`src/rtl/piso_shift_pkg.sv`:
```
// Shared constants for the PISO serializer controller: FSM encodings and default word width.
package piso_shift_pkg;
    localparam logic [0:0] ST_IDLE    = 1'b0;
    localparam logic [0:0] ST_SHIFT   = 1'b1;
    localparam int         PISO_WIDTH = 4;
endpackage

```
`src/rtl/piso_shift_ctrl_if.sv`:
```
// Word-in / bit-out handshake bundle between producer, serializer and serial consumer.
interface piso_shift_ctrl_if #(parameter int WIDTH = piso_shift_pkg::PISO_WIDTH);
    logic             in_valid;
    logic [WIDTH-1:0] in_data;
    logic             in_ready;
    logic             ser_out;
    logic             ser_valid;
    logic             ser_ready;
    logic             ser_last;
    logic             busy;

    modport master (
        output in_valid, in_data, ser_ready,
        input  in_ready, ser_out, ser_valid, ser_last, busy
    );

    modport slave (
        input  in_valid, in_data, ser_ready,
        output in_ready, ser_out, ser_valid, ser_last, busy
    );
endinterface

```
`src/rtl/piso_shift_ctrl_shift_reg_left.sv`:
```
// Left shift register with parallel load; load wins over shift, zeros enter at the LSB.
module shift_reg_left #(
    parameter int WIDTH = 4
) (
    input  logic             clk,
    input  logic             rst,
    input  logic             load,
    input  logic             shift,
    input  logic [WIDTH-1:0] d,
    output logic [WIDTH-1:0] q
);
    logic [WIDTH-1:0] r_q;

    always_ff @(posedge clk) begin
        if (rst)
            r_q <= '0;
        else if (load)
            r_q <= d;
        else if (shift)
            r_q <= {r_q[WIDTH-2:0], 1'b0};
    end

    assign q = r_q;
endmodule

```
`src/rtl/piso_shift_ctrl.sv`:
```
// PISO serializer controller: accepts words, sends them MSB-first with a last-bit marker,
// and owns every load/shift enable of the shift register.
module piso_shift_ctrl
    import piso_shift_pkg::*;
#(
    parameter int WIDTH = PISO_WIDTH
) (
    input logic              clk,
    input logic              rst,
    piso_shift_ctrl_if.slave bus
);
    localparam int CW = $clog2(WIDTH);

    logic [0:0]       r_state;
    logic [CW-1:0]    r_cnt;
    logic [WIDTH-1:0] w_q;
    logic             w_shifting;
    logic             w_cnt_zero;
    logic             w_beat;
    logic             w_in_ready;
    logic             w_accept;
    logic             w_load;
    logic             w_shift;

    assign w_shifting = (r_state == ST_SHIFT);
    assign w_cnt_zero = (r_cnt == '0);
    assign w_beat     = w_shifting && bus.ser_ready;
    assign w_in_ready = !rst && (!w_shifting || (w_cnt_zero && bus.ser_ready));
    assign w_accept   = bus.in_valid && w_in_ready;
    assign w_load     = w_accept;
    // On the final beat without a new word, one more shift flushes the last bit,
    // leaving the register cleared as the controller drops to IDLE.
    assign w_shift    = w_beat && !w_load;

    always_ff @(posedge clk) begin
        if (rst) begin
            r_state <= ST_IDLE;
            r_cnt   <= '0;
        end else if (w_accept) begin
            r_state <= ST_SHIFT;
            r_cnt   <= CW'(WIDTH - 1);
        end else if (w_beat) begin
            if (w_cnt_zero)
                r_state <= ST_IDLE;
            else
                r_cnt <= r_cnt - 1'b1;
        end
    end

    shift_reg_left #(.WIDTH(WIDTH)) u_shift_reg (
        .clk   (clk),
        .rst   (rst),
        .load  (w_load),
        .shift (w_shift),
        .d     (bus.in_data),
        .q     (w_q)
    );

    assign bus.in_ready  = w_in_ready;
    assign bus.ser_valid = w_shifting;
    assign bus.busy      = w_shifting;
    assign bus.ser_out   = w_q[WIDTH-1] && w_shifting;
    assign bus.ser_last  = w_shifting && w_cnt_zero;
endmodule

```
`src/flat_wrapper.sv`:
```
// flat-port wrapper written by rule: the top's interface ports become plain ports
module piso_shift_ctrl_flat import piso_shift_pkg::*;
#(
    parameter int WIDTH = PISO_WIDTH
)
  (clk, rst, bus_in_valid, bus_in_data, bus_ser_ready, bus_in_ready, bus_ser_out, bus_ser_valid, bus_ser_last, bus_busy);
  piso_shift_ctrl_if #(.WIDTH(WIDTH)) bus_i ();
  input logic clk;
  input logic rst;
  input wire logic [$bits(bus_i.in_valid)-1:0] bus_in_valid;
  input wire logic [$bits(bus_i.in_data)-1:0] bus_in_data;
  input wire logic [$bits(bus_i.ser_ready)-1:0] bus_ser_ready;
  output wire logic [$bits(bus_i.in_ready)-1:0] bus_in_ready;
  output wire logic [$bits(bus_i.ser_out)-1:0] bus_ser_out;
  output wire logic [$bits(bus_i.ser_valid)-1:0] bus_ser_valid;
  output wire logic [$bits(bus_i.ser_last)-1:0] bus_ser_last;
  output wire logic [$bits(bus_i.busy)-1:0] bus_busy;
  assign bus_i.in_valid = bus_in_valid;
  assign bus_i.in_data = bus_in_data;
  assign bus_i.ser_ready = bus_ser_ready;
  assign bus_in_ready = bus_i.in_ready;
  assign bus_ser_out = bus_i.ser_out;
  assign bus_ser_valid = bus_i.ser_valid;
  assign bus_ser_last = bus_i.ser_last;
  assign bus_busy = bus_i.busy;
  piso_shift_ctrl #(.WIDTH(WIDTH)) u_core (.clk(clk), .rst(rst), .bus(bus_i));
endmodule
```
`config.mk`:
```
export PLATFORM = sky130hd
export DESIGN_NAME = piso_shift_ctrl_flat
export DESIGN_NICKNAME = d
export VERILOG_FILES = /design/src/rtl/piso_shift_pkg.sv /design/src/rtl/piso_shift_ctrl_if.sv /design/src/rtl/piso_shift_ctrl_shift_reg_left.sv /design/src/rtl/piso_shift_ctrl.sv /design/src/flat_wrapper.sv
export SDC_FILE = /design/constraint.sdc
export NUM_CORES = 1
export LEC_CHECK = 0
export CORE_AREA = 3 3 40 42
export DETAILED_ROUTE_END_ITERATION = 8
export DIE_AREA = 0 0 43 45
export GPL_TIMING_DRIVEN = 0
export MAX_ROUTING_LAYER = met4
export PLACE_DENSITY = 0.66
export SLEW_MARGIN = 20
export SYNTH_ARGS = -nofsm -noshare
export SYNTH_HDL_FRONTEND = slang
export SYNTH_HIERARCHICAL = 1
export SYNTH_SLANG_ARGS = --single-unit
```
`constraint.sdc`:
```
create_clock -name clk -period 1.7 [get_ports clk]
set_input_delay 0.17 -clock clk [delete_from_list [all_inputs] [get_ports clk]]
set_output_delay 0.17 -clock clk [all_outputs]
set_load 0.01 [all_outputs]
```
==> reports/qor.txt, run 1 <==
Slew @ Worst Pin = 401 ps
Final hold viol count = 0
Top cells by area, synth = dfxtp_1, a211oi_1, mux2i_1
Ratio of cells with drive above 1 in the final layout = 23.0%
Avg Cell Area, Syn = 9.03 um^2
Final worst path period share = 97.3%
Met3 GRT Util = 3.98%
Async set-reset flop share out of synthesis = 0%
Initial Util = 28.8%
LEAKAGE = 0.237 nW
Simple-gate share of the synthesized area = 23.0%
Fillers = 129
Num CTS Buffers = 3
Ant. Diodes = 0
Floorplan core area = 0.00128 mm^2
First-pass GRT wire length = 1210 um
Placement Cell Area = 509 um^2
Final Core Density = 46.4%
Syn-to-layout area delta = 61.1%
Antenna viol nets, final = 0
DR DRC count = 0
Die Ht = 45 um
Hold path cells = 3
DR iter-0 viols = 2
DRT Pass-1 Iters = 4
Result of the run = completed
Nets = 71
Worst vdd ir = 0.293 mV
Max Fclk = 605 MHz
Compound-Gate Fraction of Synth Area = 21.6%
Post-synthesis mux area share = 8.11%
Post-synthesis cell type count = 18
Max-cap violation count = 0
Power Density = 781 mW/mm^2
Largest net degree at the start of global routing = 10
Synth Cell Area = 370 um^2
Vias = 356
CP endpoint kind = flip-flop
Syn nets = 50
Most frequent cell after synthesis = dfxtp_1
XOR/XNOR Fraction of Synth Area = 0%
Final clock skew = 2.19 ps
Port Buf Inserts = 12
Gr usage total = 9.02%
Worst Path Required = 1870 ps
Number of antenna violations at the first check in global routing = 0
Total grt overflow = 0
Final setup violation count = 0
Adder-Cell Fraction of Synth Area = 3.38%
Critical Path, Cell by Cell = inv_1 > ha_4 > a21boi_4 > nor3b_4 > buf_4 > or3b_1 > a21oi_1
Fin crit period = 1650 ps
CTS tree = yes
GRT met1 Usage = 9.93%
Routed length per placed instance = 11.2 um
Post-synth EDFFs = 0
GRT Max-Usage Layer = met2
Worst skew pair latency = 250 ps
Largest stage delay, worst path = 360 ps
CP max FO = 5
Commonest cells in the netlist = dfxtp_1, a211oi_1, inv_1, nor2_1
Slowest CP cell = dfxtp_1
Worst path arrival time = 1830 ps
Slew Limit Fails = 0
Primary FF master, synth = dfxtp_1
Top cell type's share of synthesized area = 37.8%
Clock Sinks = 7
Syn Inst Count = 41
GP Congestion = 0.689
Yosys Warn Count = 6
Root Buffer = clkbuf_4
Post-Route WL = 850 um
FF+latch count, synth = 7
Longest Clk Path Bufs = 2
Vias per cell = 4.68
Design Area, Final = 597 um^2
Hold crit path type = input port to flip-flop
Largest family of logic cells by synthesized area = simple AND/OR/NAND/NOR gates
Rel. slew slack = 73.2%
Site row count = 13
CP startpoint kind = flip-flop
Vias in the first global route = 304
Die area = 0.00194 mm^2
GRT met2 Usage = 12.6%
H-tree levels = 1
Register area share after synthesis = 37.8%
Die width = 43 um
Worst-path clk slew = 50 ps
Cell taking the most area after synthesis = dfxtp_1
Type of the worst setup path = flip-flop to flip-flop
Reg-to-reg setup timing slack = 50 ps
Total I/O pin count = 13
R2R depth = 7
==> cell families after synthesis <==
kind of cell	count (synthesis)
simple gates	14
compound gates	11
flops	7
buf+inv	5
mux	3
fa+ha+maj	1
==> layout make-up <==
cell class                 count  area (um^2)  share of cell area [%]
tap                           15         18.8                    3.14
clock buffer                   4         26.3                    4.40
buffer                         1         7.51                    1.26
timing repair buffer          16          148                    24.7
inverter                       4         15.0                    2.52
multi-input combinational     29          241                    40.5
sequential                     7          140                    23.5
==> worst max-delay path: cells and delay by family (launching register included) <==
| family | cells | cell delay (ps) |
|---|---|---|
| buf+inv | 2 | 250 |
| fa+ha+maj | 1 | 180 |
| compound gates | 2 | 330 |
| simple gates | 2 | 450 |
| flops | 1 | 360 |
==> per-stage QoR <==
stage / std cells / hold slack (ps) / power (mW) / setup TNS (ps) / setup slack (ps)
finish: 76 / 491 / 0.466 / 0 / 45.8
floorplan: 41 / 239 / 0.244 / 0 / 49.8
global placement: 68 / 522 / 0.289 / -928 / -326
CTS: 73 / 486 / 0.447 / -87.1 / -87.1
detailed placement: 68 / 535 / 0.291 / -1080 / -371
global route: 76 / 498 / 0.494 / -32.4 / -28.5
==> final timing paths <==
kind                           start                       to
min reg2reg  u_core/u_shift_reg/q[3]  u_core/u_shift_reg/q[3]
max                  u_core/r_cnt[0]  u_core/u_shift_reg/q[0]
max reg2reg          u_core/r_cnt[0]  u_core/u_shift_reg/q[0]
min                   bus_in_data[0]  u_core/u_shift_reg/q[0]
==> power by group <==
part | switching [mW] | internal [mW]
clock | 0.0612 | 0.0896
sequential | 0.00972 | 0.178
combinational | 0.0534 | 0.0738
==> sequential cells by signal, summed over array words and instances, names as in the netlist <==
signal,count
u_core/u_shift_reg/q,4
u_core/r_cnt,2
u_core/bus.busy,1
==> placed cells by master (no fill, tap or decap), drive strengths merged, types with 2 or more instances in the layout <==
master          n
dlygate4sd2     2
buf             5
clkbuf          4
and2            2
nand2           2
dfxtp           7
inv             4
o21ai           2
a211oi          5
clkdlybuf4s50  10
nor2b           3
mux2i           3
nor2            4
==> routing by layer <==
layer | vias to the layer above | wire, um
met3 | 0 | 75
met5 | - | 0
met2 | 11 | 398
met1 | 160 | 377
li1 | 185 | -
met4 | 0 | 0
==> timing repair <==
action                                  CTS  global route
pin swaps                                 1             4
hold buffers                              0             0
endpoints found under the hold margin     0             0
endpoints found under the setup margin    6             5
gates resized for setup                   4             4
setup buffers                             1             3
Note: power is estimated with default switching activity, not from simulation.
==> run 2: changes to the inputs <==
- DONT_BUFFER_PORTS: unset -> 1
- PLACE_DENSITY: 0.66 -> 0.53
- SETUP_SLACK_MARGIN: unset -> 0.5
- TNS_END_PERCENT: unset -> 30
==> run 2 against run 1 <==
The flow now finishes with violations (negative hold slack). Count of clock-buffer cells in the layout unchanged. Critical endpoint unchanged. Largest power group unchanged. Critical path type unchanged. Wire length decreased by 6.6%. Clock skew increased by 2.8 ps. Largest cell class unchanged. Non-clock buffer count decreased by 10. Die area unchanged. Power decreased by 5.1%.
==> reports/qor.txt, run 2 (synthesis results as in run 1) <==
Worst skew pair latency = 250 ps
Met3 GRT Util = 5.58%
Fin crit period = 1510 ps
Die area = 0.00194 mm^2
Post-Route WL = 794 um
Final Core Density = 40.7%
Commonest non-fill, non-tap cell in the layout = buf_4
DR DRC count = 0
Max reg flops = 4
Worst hold margin = -26.3 ps
Worst Path Required = 1890 ps
Die width = 43 um
Final setup violation count = 0
Comb pwr share = 23.3%
Antenna viol nets, final = 0
CP startpoint kind = flip-flop
Vias = 336
Final worst path period share = 88.6%
Critical path launch point = u_core/r_cnt[0]
Clock share of power = 33.7%
Root Buffer = clkbuf_4
Slew @ Worst Pin = 249 ps
Setup TNS Final = 0 ps
Initial Util = 28.8%
Final clock skew = 4.97 ps
GRT Max-Usage Layer = met2
Syn-to-layout area delta = 41.2%
Max Fclk = 664 MHz
Nets = 61
CTS tree = yes
Worst vdd ir = 0.357 mV
DRT Pass-1 Iters = 4
Vias per cell = 5.09
Result of the run = finished, violations left
Ant. Diodes = 0
H-tree levels = 1
FF-to-FF Start = u_core/r_cnt[0]
Total grt overflow = 0
Hold wc startpoint = rst
Ratio of cells with drive above 1 in the final layout = 54.9%
Worst-path clk slew = 50 ps
Vias in the first global route = 351
Placed Cells = 56
Commonest non-fill, non-tap cells in the layout = buf_4, dfxtp_1
GP Congestion = 0.685
LEAKAGE = 0.201 nW
Worst path arrival time = 1700 ps
Max-cap violation count = 0
Switching share of total power = 26.5%
Longest Clk Path Bufs = 2
CP endpoint kind = flip-flop
Final hold viol count = 6
DR iter-0 viols = 4
Failing checks = negative hold slack
Num CTS Buffers = 3
Net switching power = 117 uW
Clock Sinks = 7
Die Ht = 45 um
Pint = 325 uW
Sequential share of power = 43.0%
Total I/O pin count = 13
Routed length per placed instance = 12.0 um
Slew Limit Fails = 0
Detail Placement HPWL = 577 um
CP max FO = 3
GRT met1 Usage = 9.49%
Gr usage total = 10.2%
Final Non-Filler Cells = 66
Rel. slew slack = 83.4%
First-pass GRT wire length = 1360 um
Type of the worst setup path = flip-flop to flip-flop
Unrepaired setup endpoints after global routing = true
Floorplan core area = 0.00128 mm^2
GRT met2 Usage = 15.3%
Hold crit path type = input port to flip-flop
Largest net degree at the start of global routing = 10
Final Power = 443 uW
Power Density = 846 mW/mm^2
Number of antenna violations at the first check in global routing = 0
Port Buf Inserts = 0
Site row count = 13
[run 2: metrics by stage]
step / hold slack [ps] / cell area (um^2) / worst slack (ps)
after floorplan: 235 / 405 / 223
after global placement: 240 / 424 / 108
after detailed placement: 243 / 424 / 92.3
after CTS: -24.0 / 497 / 181
after global routing: -40.3 / 523 / 145
final: -26.3 / 523 / 195
[run 2: cell type report]
| class | instances | area (um^2) |
|---|---|---|
| fillers | 134 | 762 |
| plain buffers | 1 | 7.51 |
| multi-input cells | 29 | 268 |
| flip-flops and latches | 7 | 143 |
| well taps | 15 | 18.8 |
| repair buffers | 6 | 45.0 |
| clock buffers | 4 | 26.3 |
| inverters | 4 | 15.0 |
[run 2: layer usage]
layer  wire length [um]  vias to the layer above
li1                   -                      165
met1                315                      154
met2                388                       15
met3                 86                        2
met4                  4                        0
met5                  0                        -
[run 2: final timing paths]
check / end / slack, ps / cells past startpoint
worst max-delay path: u_core/u_shift_reg/q[0] / 190 / 7
worst min-delay path: u_core/u_shift_reg/q[0] / -30 / 1
worst max register to register: u_core/u_shift_reg/q[0] / 190 / 7
worst min register to register: u_core/r_cnt[1] / 560 / 3
[run 2: critical path, cell delays in order (launching register included)]
cell and delay (ps):
dfxtp_2 330, inv_2 40, ha_4 160, a21boi_4 200, nor3b_4 80, buf_4 140
or3b_4 380, a21oi_2 110
[run 2: power by group through the flow]
stage	logic [mW]	clock network, mW	registers [mW]
2_1_floorplan	0.0700	0	0.191
3_3_place_gp	0.0768	0	0.194
3_5_place_dp	0.0799	0	0.194
4_1_cts	0.0959	0.154	0.190
5_1_grt	0.114	0.164	0.192
6_report	0.103	0.149	0.190
[run 2: repair_timing]
item | 4_1_cts | 5_1_grt
hold endpoints to repair | 6 | 6
setup endpoints to repair | 5 | 7
resized for setup | 1 | 8
pin swaps | 5 | 7
buffers inserted | 6 | 0
